## src/rtl/t03_icache_refill_ctrl_if.sv

```systemverilog
// Fetch, cache and instruction-bus signal bundle for the refill controller.
// The master modport is the controller's view; slave is the surrounding CPU/cache/memory.
interface t03_icache_refill_ctrl_if;
  logic        cpu_fetch_req;
  logic [31:0] cpu_pc;
  logic [31:0] cpu_instr;
  logic        cpu_instr_valid;
  logic        cpu_stall;
  logic [31:0] lookup_addr;
  logic [31:0] next_addr;
  logic        cache_hit;
  logic        cache_next_hit;
  logic [31:0] cache_out;
  logic        cache_fill;
  logic [31:0] fill_data;
  logic        mem_req;
  logic [31:0] mem_addr;
  logic [31:0] mem_rdata;
  logic        mem_ack;
  logic        fetch_err;

  modport master (
    input  cpu_fetch_req, cpu_pc, cache_hit, cache_next_hit, cache_out, mem_rdata, mem_ack,
    output cpu_instr, cpu_instr_valid, cpu_stall, lookup_addr, next_addr,
           cache_fill, fill_data, mem_req, mem_addr, fetch_err
  );

  modport slave (
    output cpu_fetch_req, cpu_pc, cache_hit, cache_next_hit, cache_out, mem_rdata, mem_ack,
    input  cpu_instr, cpu_instr_valid, cpu_stall, lookup_addr, next_addr,
           cache_fill, fill_data, mem_req, mem_addr, fetch_err
  );
endinterface

```

## src/rtl/t03_icache_refill_ctrl.sv

```systemverilog
// Instruction-cache refill controller: zero-latency hits, single-word demand fills,
// optional next-word prefetch after a hit, and a bounded bus wait.
module t03_icache_refill_ctrl #(
  parameter int unsigned TIMEOUT     = 255,
  parameter bit          PREFETCH_EN = 1'b1
) (
  input  logic                            clk,
  input  logic                            rst,
  t03_icache_refill_ctrl_if.master        bus
);

  localparam int unsigned    CW       = (TIMEOUT < 2) ? 1 : $clog2(TIMEOUT);
  localparam logic [CW-1:0]  CNT_LAST = CW'(TIMEOUT - 1);

  typedef enum logic [2:0] {
    S_IDLE,
    S_MISS_REQ,
    S_MISS_FILL,
    S_PF_REQ,
    S_PF_FILL
  } state_t;

  state_t        r_state;
  state_t        w_next;
  logic [31:0]   r_miss_addr;
  logic [31:0]   r_pf_addr;
  logic [31:0]   r_data_buf;
  logic [31:0]   r_pf_last;
  logic          r_pf_last_valid;
  logic [CW-1:0] r_cnt;

  logic [31:0]   w_pc_al;
  logic [31:0]   w_pc_plus4;
  logic [31:0]   w_pf_target;
  logic          w_timeout;
  logic          w_start_miss;
  logic          w_start_pf;
  logic          w_capture;

  logic [31:0]   w_cpu_instr;
  logic          w_cpu_instr_valid;
  logic          w_cpu_stall;
  logic [31:0]   w_lookup_addr;
  logic [31:0]   w_next_addr;
  logic          w_cache_fill;
  logic [31:0]   w_fill_data;
  logic          w_mem_req;
  logic [31:0]   w_mem_addr;
  logic          w_fetch_err;

  assign w_pc_al     = {bus.cpu_pc[31:2], 2'b00};
  assign w_pc_plus4  = bus.cpu_pc + 32'd4;
  assign w_pf_target = {w_pc_plus4[31:2], 2'b00};
  assign w_timeout   = (r_cnt == CNT_LAST);

  always_ff @(posedge clk or posedge rst) begin
    if (rst) r_state <= S_IDLE;
    else     r_state <= w_next;
  end

  always_comb begin
    w_next            = r_state;
    w_start_miss      = 1'b0;
    w_start_pf        = 1'b0;
    w_capture         = 1'b0;
    w_cpu_instr       = 32'd0;
    w_cpu_instr_valid = 1'b0;
    w_cpu_stall       = 1'b0;
    w_lookup_addr     = 32'd0;
    w_next_addr       = 32'd0;
    w_cache_fill      = 1'b0;
    w_fill_data       = 32'd0;
    w_mem_req         = 1'b0;
    w_mem_addr        = 32'd0;
    w_fetch_err       = 1'b0;
    case (r_state)
      S_IDLE: begin
        w_lookup_addr = bus.cpu_pc;
        w_next_addr   = w_pc_plus4;
        if (bus.cpu_fetch_req) begin
          if (bus.cache_hit) begin
            w_cpu_instr       = bus.cache_out;
            w_cpu_instr_valid = 1'b1;
            // Skip a prefetch of the word we just fetched, even if the cache dropped it.
            if (PREFETCH_EN && !bus.cache_next_hit &&
                !(r_pf_last_valid && (r_pf_last == w_pf_target))) begin
              w_start_pf = 1'b1;
              w_next     = S_PF_REQ;
            end
          end else begin
            w_cpu_stall  = 1'b1;
            w_start_miss = 1'b1;
            w_next       = S_MISS_REQ;
          end
        end
      end
      S_MISS_REQ: begin
        w_mem_req     = 1'b1;
        w_mem_addr    = r_miss_addr;
        w_lookup_addr = r_miss_addr;
        w_cpu_stall   = 1'b1;
        if (bus.mem_ack) begin
          w_capture = 1'b1;
          w_next    = S_MISS_FILL;
        end else if (w_timeout) begin
          w_fetch_err = 1'b1;
          w_next      = S_IDLE;
        end
      end
      S_MISS_FILL: begin
        w_cache_fill  = 1'b1;
        w_fill_data   = r_data_buf;
        w_lookup_addr = r_miss_addr;
        // Served from the buffer: the cache silently drops all-zero fill words.
        if (bus.cpu_fetch_req && (w_pc_al == r_miss_addr)) begin
          w_cpu_instr       = r_data_buf;
          w_cpu_instr_valid = 1'b1;
        end
        w_next = S_IDLE;
      end
      S_PF_REQ: begin
        w_mem_req     = 1'b1;
        w_mem_addr    = r_pf_addr;
        w_lookup_addr = r_pf_addr;
        w_cpu_stall   = bus.cpu_fetch_req;
        if (bus.mem_ack) begin
          w_capture = 1'b1;
          w_next    = S_PF_FILL;
        end else if (w_timeout) begin
          w_next = S_IDLE;
        end
      end
      S_PF_FILL: begin
        w_cache_fill  = 1'b1;
        w_fill_data   = r_data_buf;
        w_lookup_addr = r_pf_addr;
        w_cpu_stall   = bus.cpu_fetch_req;
        w_next        = S_IDLE;
      end
      default: w_next = S_IDLE;
    endcase
    // Reset is visible on the outputs immediately, not only after the next edge.
    if (rst) begin
      w_cpu_instr       = 32'd0;
      w_cpu_instr_valid = 1'b0;
      w_cpu_stall       = 1'b0;
      w_lookup_addr     = 32'd0;
      w_next_addr       = 32'd0;
      w_cache_fill      = 1'b0;
      w_fill_data       = 32'd0;
      w_mem_req         = 1'b0;
      w_mem_addr        = 32'd0;
      w_fetch_err       = 1'b0;
    end
  end

  always_ff @(posedge clk or posedge rst) begin
    if (rst) begin
      r_miss_addr     <= 32'd0;
      r_pf_addr       <= 32'd0;
      r_data_buf      <= 32'd0;
      r_pf_last       <= 32'd0;
      r_pf_last_valid <= 1'b0;
      r_cnt           <= '0;
    end else begin
      if (w_start_miss) r_miss_addr <= w_pc_al;
      if (w_start_pf)   r_pf_addr   <= w_pf_target;
      if (w_capture)    r_data_buf  <= bus.mem_rdata;
      if (w_start_miss || w_start_pf)
        r_cnt <= '0;
      else if ((r_state == S_MISS_REQ) || (r_state == S_PF_REQ))
        r_cnt <= r_cnt + 1'b1;
      if (r_state == S_PF_FILL) begin
        r_pf_last       <= r_pf_addr;
        r_pf_last_valid <= 1'b1;
      end
    end
  end

  assign bus.cpu_instr       = w_cpu_instr;
  assign bus.cpu_instr_valid = w_cpu_instr_valid;
  assign bus.cpu_stall       = w_cpu_stall;
  assign bus.lookup_addr     = w_lookup_addr;
  assign bus.next_addr       = w_next_addr;
  assign bus.cache_fill      = w_cache_fill;
  assign bus.fill_data       = w_fill_data;
  assign bus.mem_req         = w_mem_req;
  assign bus.mem_addr        = w_mem_addr;
  assign bus.fetch_err       = w_fetch_err;

endmodule
```

## src/flat_wrapper.sv

```systemverilog
// flat-port wrapper written by rule: the top's interface ports become plain ports
module t03_icache_refill_ctrl_flat 
#(
  parameter int unsigned TIMEOUT     = 255,
  parameter bit          PREFETCH_EN = 1'b1
)
  (clk, rst, bus_cpu_fetch_req, bus_cpu_pc, bus_cache_hit, bus_cache_next_hit, bus_cache_out, bus_mem_rdata, bus_mem_ack, bus_cpu_instr, bus_cpu_instr_valid, bus_cpu_stall, bus_lookup_addr, bus_next_addr, bus_cache_fill, bus_fill_data, bus_mem_req, bus_mem_addr, bus_fetch_err);
  t03_icache_refill_ctrl_if bus_i ();
  input  logic clk;
  input  logic rst;
  input wire logic [$bits(bus_i.cpu_fetch_req)-1:0] bus_cpu_fetch_req;
  input wire logic [$bits(bus_i.cpu_pc)-1:0] bus_cpu_pc;
  input wire logic [$bits(bus_i.cache_hit)-1:0] bus_cache_hit;
  input wire logic [$bits(bus_i.cache_next_hit)-1:0] bus_cache_next_hit;
  input wire logic [$bits(bus_i.cache_out)-1:0] bus_cache_out;
  input wire logic [$bits(bus_i.mem_rdata)-1:0] bus_mem_rdata;
  input wire logic [$bits(bus_i.mem_ack)-1:0] bus_mem_ack;
  output wire logic [$bits(bus_i.cpu_instr)-1:0] bus_cpu_instr;
  output wire logic [$bits(bus_i.cpu_instr_valid)-1:0] bus_cpu_instr_valid;
  output wire logic [$bits(bus_i.cpu_stall)-1:0] bus_cpu_stall;
  output wire logic [$bits(bus_i.lookup_addr)-1:0] bus_lookup_addr;
  output wire logic [$bits(bus_i.next_addr)-1:0] bus_next_addr;
  output wire logic [$bits(bus_i.cache_fill)-1:0] bus_cache_fill;
  output wire logic [$bits(bus_i.fill_data)-1:0] bus_fill_data;
  output wire logic [$bits(bus_i.mem_req)-1:0] bus_mem_req;
  output wire logic [$bits(bus_i.mem_addr)-1:0] bus_mem_addr;
  output wire logic [$bits(bus_i.fetch_err)-1:0] bus_fetch_err;
  assign bus_i.cpu_fetch_req = bus_cpu_fetch_req;
  assign bus_i.cpu_pc = bus_cpu_pc;
  assign bus_i.cache_hit = bus_cache_hit;
  assign bus_i.cache_next_hit = bus_cache_next_hit;
  assign bus_i.cache_out = bus_cache_out;
  assign bus_i.mem_rdata = bus_mem_rdata;
  assign bus_i.mem_ack = bus_mem_ack;
  assign bus_cpu_instr = bus_i.cpu_instr;
  assign bus_cpu_instr_valid = bus_i.cpu_instr_valid;
  assign bus_cpu_stall = bus_i.cpu_stall;
  assign bus_lookup_addr = bus_i.lookup_addr;
  assign bus_next_addr = bus_i.next_addr;
  assign bus_cache_fill = bus_i.cache_fill;
  assign bus_fill_data = bus_i.fill_data;
  assign bus_mem_req = bus_i.mem_req;
  assign bus_mem_addr = bus_i.mem_addr;
  assign bus_fetch_err = bus_i.fetch_err;
  t03_icache_refill_ctrl #(.TIMEOUT(TIMEOUT), .PREFETCH_EN(PREFETCH_EN)) u_core (.clk(clk), .rst(rst), .bus(bus_i));
endmodule
```

## config.mk

```make
export PLATFORM = sky130hd
export DESIGN_NAME = t03_icache_refill_ctrl_flat
export DESIGN_NICKNAME = d
export VERILOG_FILES = /design/src/rtl/t03_icache_refill_ctrl_if.sv /design/src/rtl/t03_icache_refill_ctrl.sv /design/src/flat_wrapper.sv
export SDC_FILE = /design/constraint.sdc
export NUM_CORES = 1
export LEC_CHECK = 0
export ABC_AREA = 1
export ABC_CLOCK_PERIOD_IN_PS = 8800
export BUFFER_PORTS_ARGS = -buffer_cell sky130_fd_sc_hd__buf_2
export CAP_MARGIN = 20
export CORE_MARGIN = 2
export CORE_UTILIZATION = 35
export CTS_CLUSTER_DIAMETER = 100
export DETAILED_ROUTE_END_ITERATION = 10
export PLACE_DENSITY = 0.69
export SYNTH_ARGS = -nofsm -noshare
export SYNTH_HDL_FRONTEND = slang
export SYNTH_SLANG_ARGS = --single-unit
```

## constraint.sdc

```tcl
create_clock -name clk -period 8.8 [get_ports clk]
set_input_delay 0 -clock clk [delete_from_list [all_inputs] [get_ports clk]]
set_output_delay 0 -clock clk [all_outputs]
set_load 0.01 [all_outputs]
```

==> Word-level counts from Yosys, hierarchy flattened <==
Index checks and enable logic that the tools add are counted.
{ "word_totals": {"in_bits": 102, "latchBits": 0, "out_inout_bits": 165, "ram_bits": 0, "romBits": 0, "ff_bits": 134, "n_memories": 0, "word_cells": 78} }
{ "op_classes": {"reduce_logical": 14, "order_cmp": 0, "div_mod_pow": 0, "mul": 0, "mux": 46, "n_eq_ne": 9, "shifts": 0, "n_addsub": 2, "bitwise_logic": 0} }
{ "op_table": {"columns": ["op", "count"], "rows": [
  ["$mux W32", 10],
  ["$pmux W32 S2", 2],
  ["$pmux W32 S3", 1],
  ["$eq A30 B30 Y1", 2],
  ["$add A32 B3 Y32 const B", 1],
  ["$mux W1", 22],
  ["$mux W3", 6],
  ["$mux W8", 2],
  ["$pmux W3 S3", 1],
  ["$add A8 B1 Y8 const B", 1],
  ["$eq A8 B8 Y1 const B", 1],
  ["$reduce_or A2 Y1", 4],
  ["$eq A3 B2 Y1 const B", 2],
  ["$eq A3 B1 Y1 const B", 1],
  ["$eq A3 B3 Y1 const B", 1],
  ["$logic_and A1 B1 Y1", 3],
  ["$logic_not A3 Y1", 1],
  ["$ne A3 B2 Y1 const B", 1],
  ["$pmux W1 S3", 1],
  ["$logic_not A1 Y1", 2],
  ["$logic_or A1 B1 Y1", 2],
  ["$ne A2 B2 Y1 const B", 1],
  ["$pmux W1 S2", 1],
  ["$reduce_and A2 Y1", 1],
  ["$reduce_bool A2 Y1", 1]
]} }

==> Logic depth before layout (Yosys ltp) <==
Gate-level depths: netlist of the first run.
{ "depth": {"ltp_word": 11, "mapped_depth": 19, "depth_no_buf": 19} }

==> Worst setup path after synthesis of the first run <==
Ideal clock, no wire load.
{ "synth_path": {"path_kind": "input to output", "start": "input rst", "end": "output bus_next_addr[0]", "path_slack_ns": 4.682, "t_arrival_ns": 4.118, "path_buffers": 3, "stages": 6, "required_time_ns": 8.800, "cell_sequence": "clkbuf_1 inv_1 nand2_1 clkbuf_1 nor2_1 buf_4"} }
{ "synth_via": {"elab_chain_cells": 1} }
{ "synth_lines": {"columns": ["item", "line", "source"], "rows": [
  ["start, declared", "flat_wrapper.sv:10", "input logic rst;"],
  ["$mux W32", "t03_icache_refill_ctrl.sv:143", "if (rst) begin"],
  ["end, declared", "flat_wrapper.sv:22", "output wire logic [$bits(bus_i.next_addr)-1:0] bus_next_addr;"]
]} }
No other way between the ends.

==> Worst setup path in the final report of the first run <==
{ "layout_path": {"start": "input bus_cpu_pc[2]", "end": "register u_core.r_cnt[5]"} }
{ "layout_via": {"elab_chain_cells": 11, "word_cells_on_any_way": 12, "cone_classes": "add/sub (1); eq/ne (1); mux (5); reduce/logical (5)"} }
{ "layout_lines": {"columns": ["item", "line", "source"], "rows": [
  ["start, declared", "flat_wrapper.sv:12", "input wire logic [$bits(bus_i.cpu_pc)-1:0] bus_cpu_pc;"],
  ["$add A32 B3 Y32 *", "t03_icache_refill_ctrl.sv:52", "assign w_pc_plus4 = bus.cpu_pc + 32'd4;"],
  ["$eq A30 B30 Y1 *", "t03_icache_refill_ctrl.sv:86", "!(r_pf_last_valid && (r_pf_last == w_pf_target))) begin"],
  ["$logic_and A1 B1 Y1 *", "t03_icache_refill_ctrl.sv:86", null],
  ["$logic_not A1 Y1 *", "t03_icache_refill_ctrl.sv:86", null],
  ["$logic_and A1 B1 Y1 *", "t03_icache_refill_ctrl.sv:85", "if (PREFETCH_EN && !bus.cache_next_hit &&"],
  ["$mux W1 *", "t03_icache_refill_ctrl.sv:85", null],
  ["$mux W1 *", "t03_icache_refill_ctrl.sv:81", "if (bus.cache_hit) begin"],
  ["$mux W1 *", "t03_icache_refill_ctrl.sv:80", "if (bus.cpu_fetch_req) begin"],
  ["$mux W1 *", "t03_icache_refill_ctrl.sv:76", "case (r_state)"],
  ["$logic_or A1 B1 Y1 *", "t03_icache_refill_ctrl.sv:169", "if (w_start_miss || w_start_pf)"],
  ["$mux W8 / $reduce_bool A2 Y1 (equally long branches)", null, null],
  ["end signal, assigned", "t03_icache_refill_ctrl.sv:172", "r_cnt <= r_cnt + 1'b1;"],
  ["end, declared", "t03_icache_refill_ctrl.sv:30", "logic [CW-1:0] r_cnt;"]
]} }
Every way passes the cells marked *; elsewhere a longest branch is shown, timed or not.
A chain may end at the register's enable or synchronous reset.

==> qor.csv, run 1 <==
metric;value;unit
Pre-Repair DR Iteration Count;6;
io pins;267;
M1 GR Usage;31.0;%
xor/xnor share of the synthesized area;2.69;%
Synth area leader;dfrtp_1;
Synth warnings;0;
setup bufs post-CTS;0;
effective utilization at floorplan;35.2;%
Core ar.;25000;um2
CP arrival;3540;ps
clock sink total;134;
die span in x;163;um
Tot GR Track Use;24.7;%
Layout Nets;1739;
maximum fanout along the worst path;61;
Final HPWL DP;23400;um
Via density;5.20;
peak supply drop;0.142;mV
H-tree depth;4;
P&R area growth vs syn;32.4;%
Final Cycle Share;36.7;%
initial antenna violation count;0;
GR peak layer;met2;
Mapped Avg Cell Area;6.53;um2
LEAKAGE;5.93;nW
Post-Syn Area;8800;um2
layout cell share with drive strength beyond 1;20.7;%
routed wire length;32700;um
number of clock buffers inserted by TritonCTS;17;
PortBufs;264;
CTS max path bufs;2;
CTS clock-pin slew for the worst setup and hold paths;60;ps
Final Hold Vio Count;0;
antenna viol nets, final;0;
Hold Crit Class;in2reg;
main combinational cell family by area after synthesis;simple AND/OR/NAND/NOR gates;
Final Wtd Congestion;0.965;
Slew HR;28.0;%
library cells used by synthesis;39;
FMAX;310;MHz
full die area;26400;um2
Final TNS setup;0;ps
clk_skew;11.4;ps
Slew @ Worst Pin;1080;ps
gr ovfl total;0;
Synth Area in Compound Gates;15.8;%
RSZ-0062 raised after global routing;no;
met3 GRT Util;5.27;%
Seq cells post-synth;134;
type of origin of the critical path;primary input;
CTS tree;yes;
Synth Area in Adders;0.427;%
utilization after layout;46.7;%
number of global-route vias before repair;9864;
Resize count post-CTS;0;
drc violations;0;
endpoints failing setup;0;
initial drt markers;884;
Final min period;3230;ps
most frequent cells in the layout;nand2_1 (418), buf_2 (263), nor2_1 (175);
mux contribution to synthesized area;0.128;%
synthesized instance count;1347;
drt wl/cell;16.6;um
CTS root buffer;clkbuf_16;
Slew Viols, Final;0;
Cell Rows;58;
Main synth FF type;dfrtp_1;
Seq/Total Area, Yosys;38.1;%
post-synthesis simple-gate area fraction;33.7;%
Synth area leaders;dfrtp_1 (38%), nand2_1 (18%), nor2_1 (7.6%);
status;completed;
met2 usage;42.2;%
maxcap violations;0;
antenna cells;0;
worst path required time;9110;ps
Clock Latency Late Sink;430;ps
Die Ht;163;um
first-pass GRT wire length;51100;um
Post-synth EDFFs;0;
commonest non-fill, non-tap cell in the layout;nand2_1;
top cell type's share of synthesized area;38.1;%
kind of critical path;in2reg;
R2R Setup Slk;6290;ps
Synth async-reset ratio;100;%
PD cells;275;nW/um2
CP endpoint kind;flip-flop;
Vias;10300;
pin count of the biggest net entering global routing;97;
==> power by group <==
part,switching [mW],internal [mW]
logic,0.858,0.491
registers,0.229,0.881
clock network,0.288,0.459
==> metrics by stage <==
step	area, um2	power [mW]	instances	worst slack, ps	hold WS [ps]
global placement	10300	2.37	1879	5780	248
floorplan	8800	1.90	1348	4680	47.5
CTS	11600	3.19	1974	5610	12.1
detailed placement	10400	2.41	1881	5630	258
global route	11600	3.43	1976	5290	32.9
finish	11600	3.21	1976	5570	16.9
==> per-layer routing <==
metal,share of wire [%],wire [um]
met3,8.0,2610
met2,48,15800
met4,2.6,864
met1,41,13500
met5,0,0
==> sequential cells by signal (all words and copies together), names as in the netlist <==
register                count
u_core.r_cnt                8
u_core.r_data_buf          32
u_core.r_miss_addr         30
u_core.r_pf_addr           30
u_core.r_pf_last           30
u_core.r_pf_last_valid      1
u_core.r_state              3
==> area by class of cell <==
cell class                 count  area [um2]
timing repair buffer         340        2100
inverter                     131         497
fill                        2497       13300
clock inverter                12         153
clock buffer                  19         453
tap                          330         413
sequential                   134        3350
multi-input combinational   1010        4680
==> kinds of logic after synthesis <==
| family | after synthesis |
|---|---|
| AOI/OAI and AO/OA | 249 |
| xor gates and xnor gates | 27 |
| adders and majority gates | 3 |
| buffers and inverters | 204 |
| DFF | 134 |
| muxes | 1 |
| other | 1 |
| and+or+nand+nor | 728 |
==> final timing paths <==
kind                                              from                endpoint  cells past startpoint
worst max-delay path                     bus_cpu_pc[2]         u_core.r_cnt[5]                     18
max in group asynchronous                          rst    u_core.r_pf_last[19]                      3
worst max register to register     u_core.r_pf_last[2]         u_core.r_cnt[5]                     13
min in group asynchronous                          rst         u_core.r_cnt[3]                      2
worst min register to register  u_core.r_pf_last_valid  u_core.r_pf_last_valid                      2
worst min-delay path                 bus_cpu_fetch_req         u_core.r_cnt[1]                      4
==> synth_stat cells (2+ instances only) <==
master / n
nand2_1: 419
nor2_4: 3
xor2_1: 22
inv_2: 4
o211ai_1: 2
ha_1: 3
clkbuf_1: 60
a41oi_1: 24
and2_1: 2
nand3_1: 95
inv_1: 125
or2_2: 2
nor3_1: 4
nand4_1: 8
nand2_2: 6
clkinv_1: 2
nor4_1: 3
nor2_2: 4
buf_2: 3
a31oi_1: 6
o21ai_1: 35
dfrtp_1: 134
o22ai_1: 5
a22oi_1: 5
xnor2_1: 5
o21ai_0: 65
nor2_1: 179
a21oi_1: 101
a2111oi_0: 3
buf_4: 9
==> worst max-delay path, cell delays in order <==
cell           delay (ps)
dlygate4sd3_1         530
buf_2                 190
ha_1                  230
nand2_1               120
nor2_2                270
nand2_2               160
nor2_4                220
nand2_1               120
nor2_1                190
nand2_1                90
nand3_1                70
nand2_1                70
nand3_1                80
nor2_1                 50
nand2_2               110
nand3_4               570
nand2_2               390
nor2_1                 70
==> repair_timing <==
item                                    in CTS  in global routing
hold buffers                                62                  0
endpoints found under the setup margin       0                  0
endpoints found under the hold margin       65                  0
Power figures use the tool's default switching activity.
==> run 2, diff against run 1 <==
--- a/config.mk
+++ b/config.mk
@@ -6,7 +6,7 @@
 export NUM_CORES = 1
 export LEC_CHECK = 0
 export ABC_AREA = 1
-export ABC_CLOCK_PERIOD_IN_PS = 8800
+export ABC_CLOCK_PERIOD_IN_PS = 3350
 export BUFFER_PORTS_ARGS = -buffer_cell sky130_fd_sc_hd__buf_2
 export CAP_MARGIN = 20
 export CORE_MARGIN = 2
==> constraint.sdc (replaced) <==
create_clock -name clk -period 3.35 [get_ports clk]
set_input_delay 0 -clock clk [delete_from_list [all_inputs] [get_ports clk]]
set_output_delay 0 -clock clk [all_outputs]
set_load 0.01 [all_outputs]
==> qor.csv, run 2 (synthesis gave the netlist of run 1 again) <==
metric;value;unit
maximum fanout along the worst path;33;
FF-to-FF Start;u_core.r_state[1];
pre-CTS WS;523;ps
effective utilization at floorplan;35.2;%
type of origin of the critical path;flip-flop;
Vias;10300;
PD cells;723;nW/um2
full die area;26400;um2
io pins;267;
setup bufs post-CTS;0;
WHS Path Cells;5;
clk_skew;15.9;ps
sequential power share;34.6;%
endpoints failing setup;0;
Final Hold Vio Count;0;
CTS max path bufs;2;
Tot GR Track Use;25.3;%
FMAX;331;MHz
Pre-Repair DR Iteration Count;5;
initial drt markers;1182;
Post-DP Area;10400;um2
P&R area growth vs syn;32.3;%
status;completed;
Final TNS setup;0;ps
LEAKAGE;5.92;nW
Final min period;3020;ps
commonest non-fill, non-tap cell in the layout;nand2_1;
Via density;5.20;
gr ovfl total;0;
die span in x;163;um
met2 wire length;16300;um
Power Internal;4.72;mW
Core ar.;25000;um2
clock sink total;134;
Slew HR;45.2;%
reg2reg path depth;11;
initial antenna violation count;2;
Slew Viols, Final;0;
Reg area;3350;um2
number of clock buffers inserted by TritonCTS;17;
worst path required time;3350;ps
top sig layer;met5;
Clock power frac;23.2;%
CTS clock-pin slew for the worst setup and hold paths;60;ps
kind of critical path;reg2out;
Final Wtd Congestion;0.955;
CP Launch Point;u_core.r_miss_addr[18];
Slew @ Worst Pin;822;ps
PortBufs;264;
Net Switching;3.70;mW
Hold Crit Class;in2reg;
drc violations;0;
maxcap violations;0;
max reg flops;32;
most frequent cells in the layout;nand2_1 (418), buf_2 (263), nor2_1 (175);
met3 WL post-DR;2870;um
drt wl/cell;16.9;um
worst hold start;bus_cpu_fetch_req;
Final HPWL DP;24100;um
H-tree depth;4;
Cell Rows;58;
routed wire length;33500;um
CTS tree;yes;
RSZ-0062 raised after global routing;no;
multi-input logic area;4680;um2
number of global-route vias before repair;9815;
Clock Latency Late Sink;430;ps
FILL cells;2559;
layout cell share with drive strength beyond 1;21.1;%
Final Cycle Share;90.1;%
Layout Nets;1744;
setup ws final;331;ps
pin count of the biggest net entering global routing;65;
most flop-heavy register;u_core.r_data_buf;
CP endpoint kind;output pin;
antenna viol nets, final;0;
Finished Cell Area;11600;um2
Sw Share;43.9;%
first-pass GRT wire length;52400;um
combinational power share;42.2;%
CP arrival;3020;ps
peak supply drop;0.336;mV
CTS root buffer;clkbuf_16;
M1 wire length;13500;um
Die Ht;163;um
==> run 2: path summary, 6_finish.rpt <==
path | endpoint | slack [ps]
max | bus_cpu_instr[20] | 330
min | u_core.r_state[1] | 10
max reg2reg | u_core.r_pf_addr[16] | 1090
min reg2reg | u_core.r_pf_last_valid | 480
max in group asynchronous | u_core.r_pf_last[19] | 2150
min in group asynchronous | u_core.r_data_buf[15] | 500
==> run 2: cell type report <==
cell class	instances	share of cell area, %
diodes	1	0.0215
flip-flops and latches	134	28.8
well taps	330	3.55
clock inverters	14	1.39
multi-input cells	1010	40.2
repair buffers	345	18.0
inverters	131	4.26
clock buffers	18	3.77
==> run 2: layer usage <==
| metal | vias up | global-route usage (%) |
|---|---|---|
| li1 | 4924 | - |
| met1 | 4818 | 31.9 |
| met2 | 514 | 42.7 |
| met3 | 57 | 6.06 |
| met4 | 2 | 8.65 |
| met5 | - | 0 |
==> run 2: what timing repair did <==
item | 4_1_cts | 5_1_grt
gates resized for setup | 0 | 1
endpoints found under the setup margin | 0 | 2
hold buffers | 60 | 0
endpoints found under the hold margin | 131 | 0
==> run 2: power by group through the flow <==
stage               sequential [mW]  combinational, mW  clock, mW
finish                         2.91               3.55       1.95
global route                   3.00               3.98       2.06
CTS                            2.89               3.54       1.99
detailed placement             2.90               3.47          0
global placement               2.89               3.41          0
floorplan                      2.73               2.27          0
==> run 2: through the flow <==
stage          hold slack, ps  util, %  cells  power [mW]
2_1_floorplan            47.5        -   1348        5.00
3_3_place_gp              251     41.8   1890        6.29
3_5_place_dp              258     41.8   1890        6.37
4_1_cts                  1.08     46.6   1982        8.41
5_1_grt                  18.7     46.6   1982        9.03
6_report                 13.2     46.6   1983        8.42
==> run 2: worst max-delay path, cell delays in order, from the launching register on <==
cell       delay [ps]
dfrtp_1           430
xor2_1            160
a2111oi_0         510
nand4_1           330
nor2_2            200
buf_4             370
nand3_1           130
a21oi_1           260
buf_2             190
==> run 3, diff against run 2 <==
--- a/config.mk
+++ b/config.mk
@@ -6,9 +6,8 @@
 export NUM_CORES = 1
 export LEC_CHECK = 0
 export ABC_AREA = 1
-export ABC_CLOCK_PERIOD_IN_PS = 3350
+export ABC_CLOCK_PERIOD_IN_PS = 2900
 export BUFFER_PORTS_ARGS = -buffer_cell sky130_fd_sc_hd__buf_2
-export CAP_MARGIN = 20
 export CORE_MARGIN = 2
 export CORE_UTILIZATION = 35
 export CTS_CLUSTER_DIAMETER = 100
==> constraint.sdc (replaced) <==
create_clock -name clk -period 2.9 [get_ports clk]
set_input_delay 0 -clock clk [delete_from_list [all_inputs] [get_ports clk]]
set_output_delay 0 -clock clk [all_outputs]
set_load 0.01 [all_outputs]
==> qor.csv, run 3 (synthesis gave the netlist of run 1 again) <==
metric;value;unit
Slew @ Worst Pin;1110;ps
CTS root buffer;clkbuf_16;
first-pass GRT wire length;51400;um
status;completed;
routed wire length;32800;um
initial antenna violation count;1;
commonest non-fill, non-tap cell in the layout;nand2_1;
LEAKAGE;5.96;nW
P&R area growth vs syn;33.6;%
H-tree depth;4;
CTS clock-pin slew for the worst setup and hold paths;60;ps
Finished Cell Area;11800;um2
RSZ-0062 raised after global routing;no;
Hold Crit Class;in2reg;
maxcap violations;0;
Post-DP Area;10500;um2
kind of critical path;reg2out;
Cell Rows;58;
Via density;5.20;
Slew HR;26.0;%
Core ar.;25000;um2
Slew Viols, Final;0;
Layout Nets;1749;
most flop-heavy register;u_core.r_data_buf;
Cells after DPL;1893;
worst path required time;2900;ps
worst hold slack;16.6;ps
maximum fanout along the worst path;33;
drt wl/cell;16.5;um
fin cells;1986;
die span in x;163;um
CP arrival;2750;ps
clock sink total;134;
antenna cells;0;
Final HPWL DP;23900;um
PortBufs;264;
full die area;26400;um2
Tot GR Track Use;24.7;%
number of clock buffers inserted by TritonCTS;17;
pin count of the biggest net entering global routing;104;
effective utilization at floorplan;35.2;%
Die Ht;163;um
type of origin of the critical path;flip-flop;
Final Wtd Congestion;0.911;
FMAX;364;MHz
most frequent cells in the layout;nand2_1 (418), buf_2 (263), nor2_1 (165);
multi-input logic area;4740;um2
clk_skew;15.2;ps
Final Hold Vio Count;0;
Final min period;2750;ps
CP endpoint kind;output pin;
drc violations;0;
endpoints failing setup;0;
Vias;10300;
CTS tree;yes;
peak supply drop;0.403;mV
initial drt markers;890;
Reg area;3350;um2
Final Cycle Share;94.8;%
CTS max path bufs;2;
FILL cells;2542;
PD cells;826;nW/um2
layout cell share with drive strength beyond 1;21.9;%
max reg flops;32;
Clock Latency Late Sink;430;ps
io pins;267;
antenna viol nets, final;0;
number of global-route vias before repair;9793;
gr ovfl total;0;
Pre-Repair DR Iteration Count;6;
[run 3: cell count changes in the layout (fill, tap and decap cells not counted), sizes merged]
cell	delta
clkbuf	+1
inv	-6
clkinvlp	+1
buf	+5
clkinv	+3
diode	-1
[run 3: layer usage]
metal  global-route usage (%)  share of wire [%]  vias to the layer above  wire (um)
met2                     41.9                 47                      497      15400
met5                        0              0.049                        -         16
met4                     7.96                2.5                        2        823
met3                     5.47                8.4                       62       2760
met1                     31.4                 42                     4829      13800
li1                         -                  -                     4937          -
[run 3: power breakdown]
part	switching, mW	internal, mW	leakage (nW)	total, mW
Sequential	0.706	2.67	1.64	3.38
Combinational	2.66	1.52	4.03	4.18
Clock	0.855	1.30	0.281	2.16
[run 3: timing repair]
item,CTS,global route
buffers inserted,0,2
hold buffers,60,0
setup endpoints to repair,1,37
hold endpoints to repair,194,0
resized for setup,1,6
[run 3: critical path, cell delays in order, from the launching register on]
cell	delay (ps)
dfrtp_1	430
nand2_1	90
o21ai_0	80
a2111oi_1	600
nand3_1	200
nor2_2	170
buf_12	210
nand3_1	90
a21oi_1	250
buf_2	200
[run 3: area by class of cell]
type                    count  share of cell area, %
well taps                 330                   3.51
clock buffers              19                   3.85
flip-flops and latches    134                   28.5
clock inverters            12                   1.10
multi-input cells        1010                   40.3
repair buffers            350                   18.5
inverters                 131                   4.21
[run 3: stage by stage]
| stage | setup WS [ps] | power (mW) | utilization, % | setup TNS (ps) |
|---|---|---|---|---|
| floorplan | -67.6 | 5.85 | - | -2950 |
| global route | 28.7 | 10.4 | 47.1 | 0 |
| detailed placement | 275 | 7.42 | 42.2 | 0 |
| CTS | 104 | 9.67 | 47.0 | 0 |
| finish | 152 | 9.71 | 47.1 | 0 |
| global placement | 326 | 7.32 | 42.2 | 0 |
[run 3: final timing paths]
kind	start	endpoint	slack, ps	cells after the start
min	bus_cpu_fetch_req	u_core.r_state[1]	20	5
max in group asynchronous	rst	u_core.r_miss_addr[24]	2100	4
min in group asynchronous	rst	u_core.r_cnt[2]	310	4
min reg2reg	u_core.r_pf_last_valid	u_core.r_pf_last_valid	450	2
max	u_core.r_miss_addr[7]	bus_cpu_instr[4]	150	9
max reg2reg	u_core.r_state[1]	u_core.r_miss_addr[4]	700	8
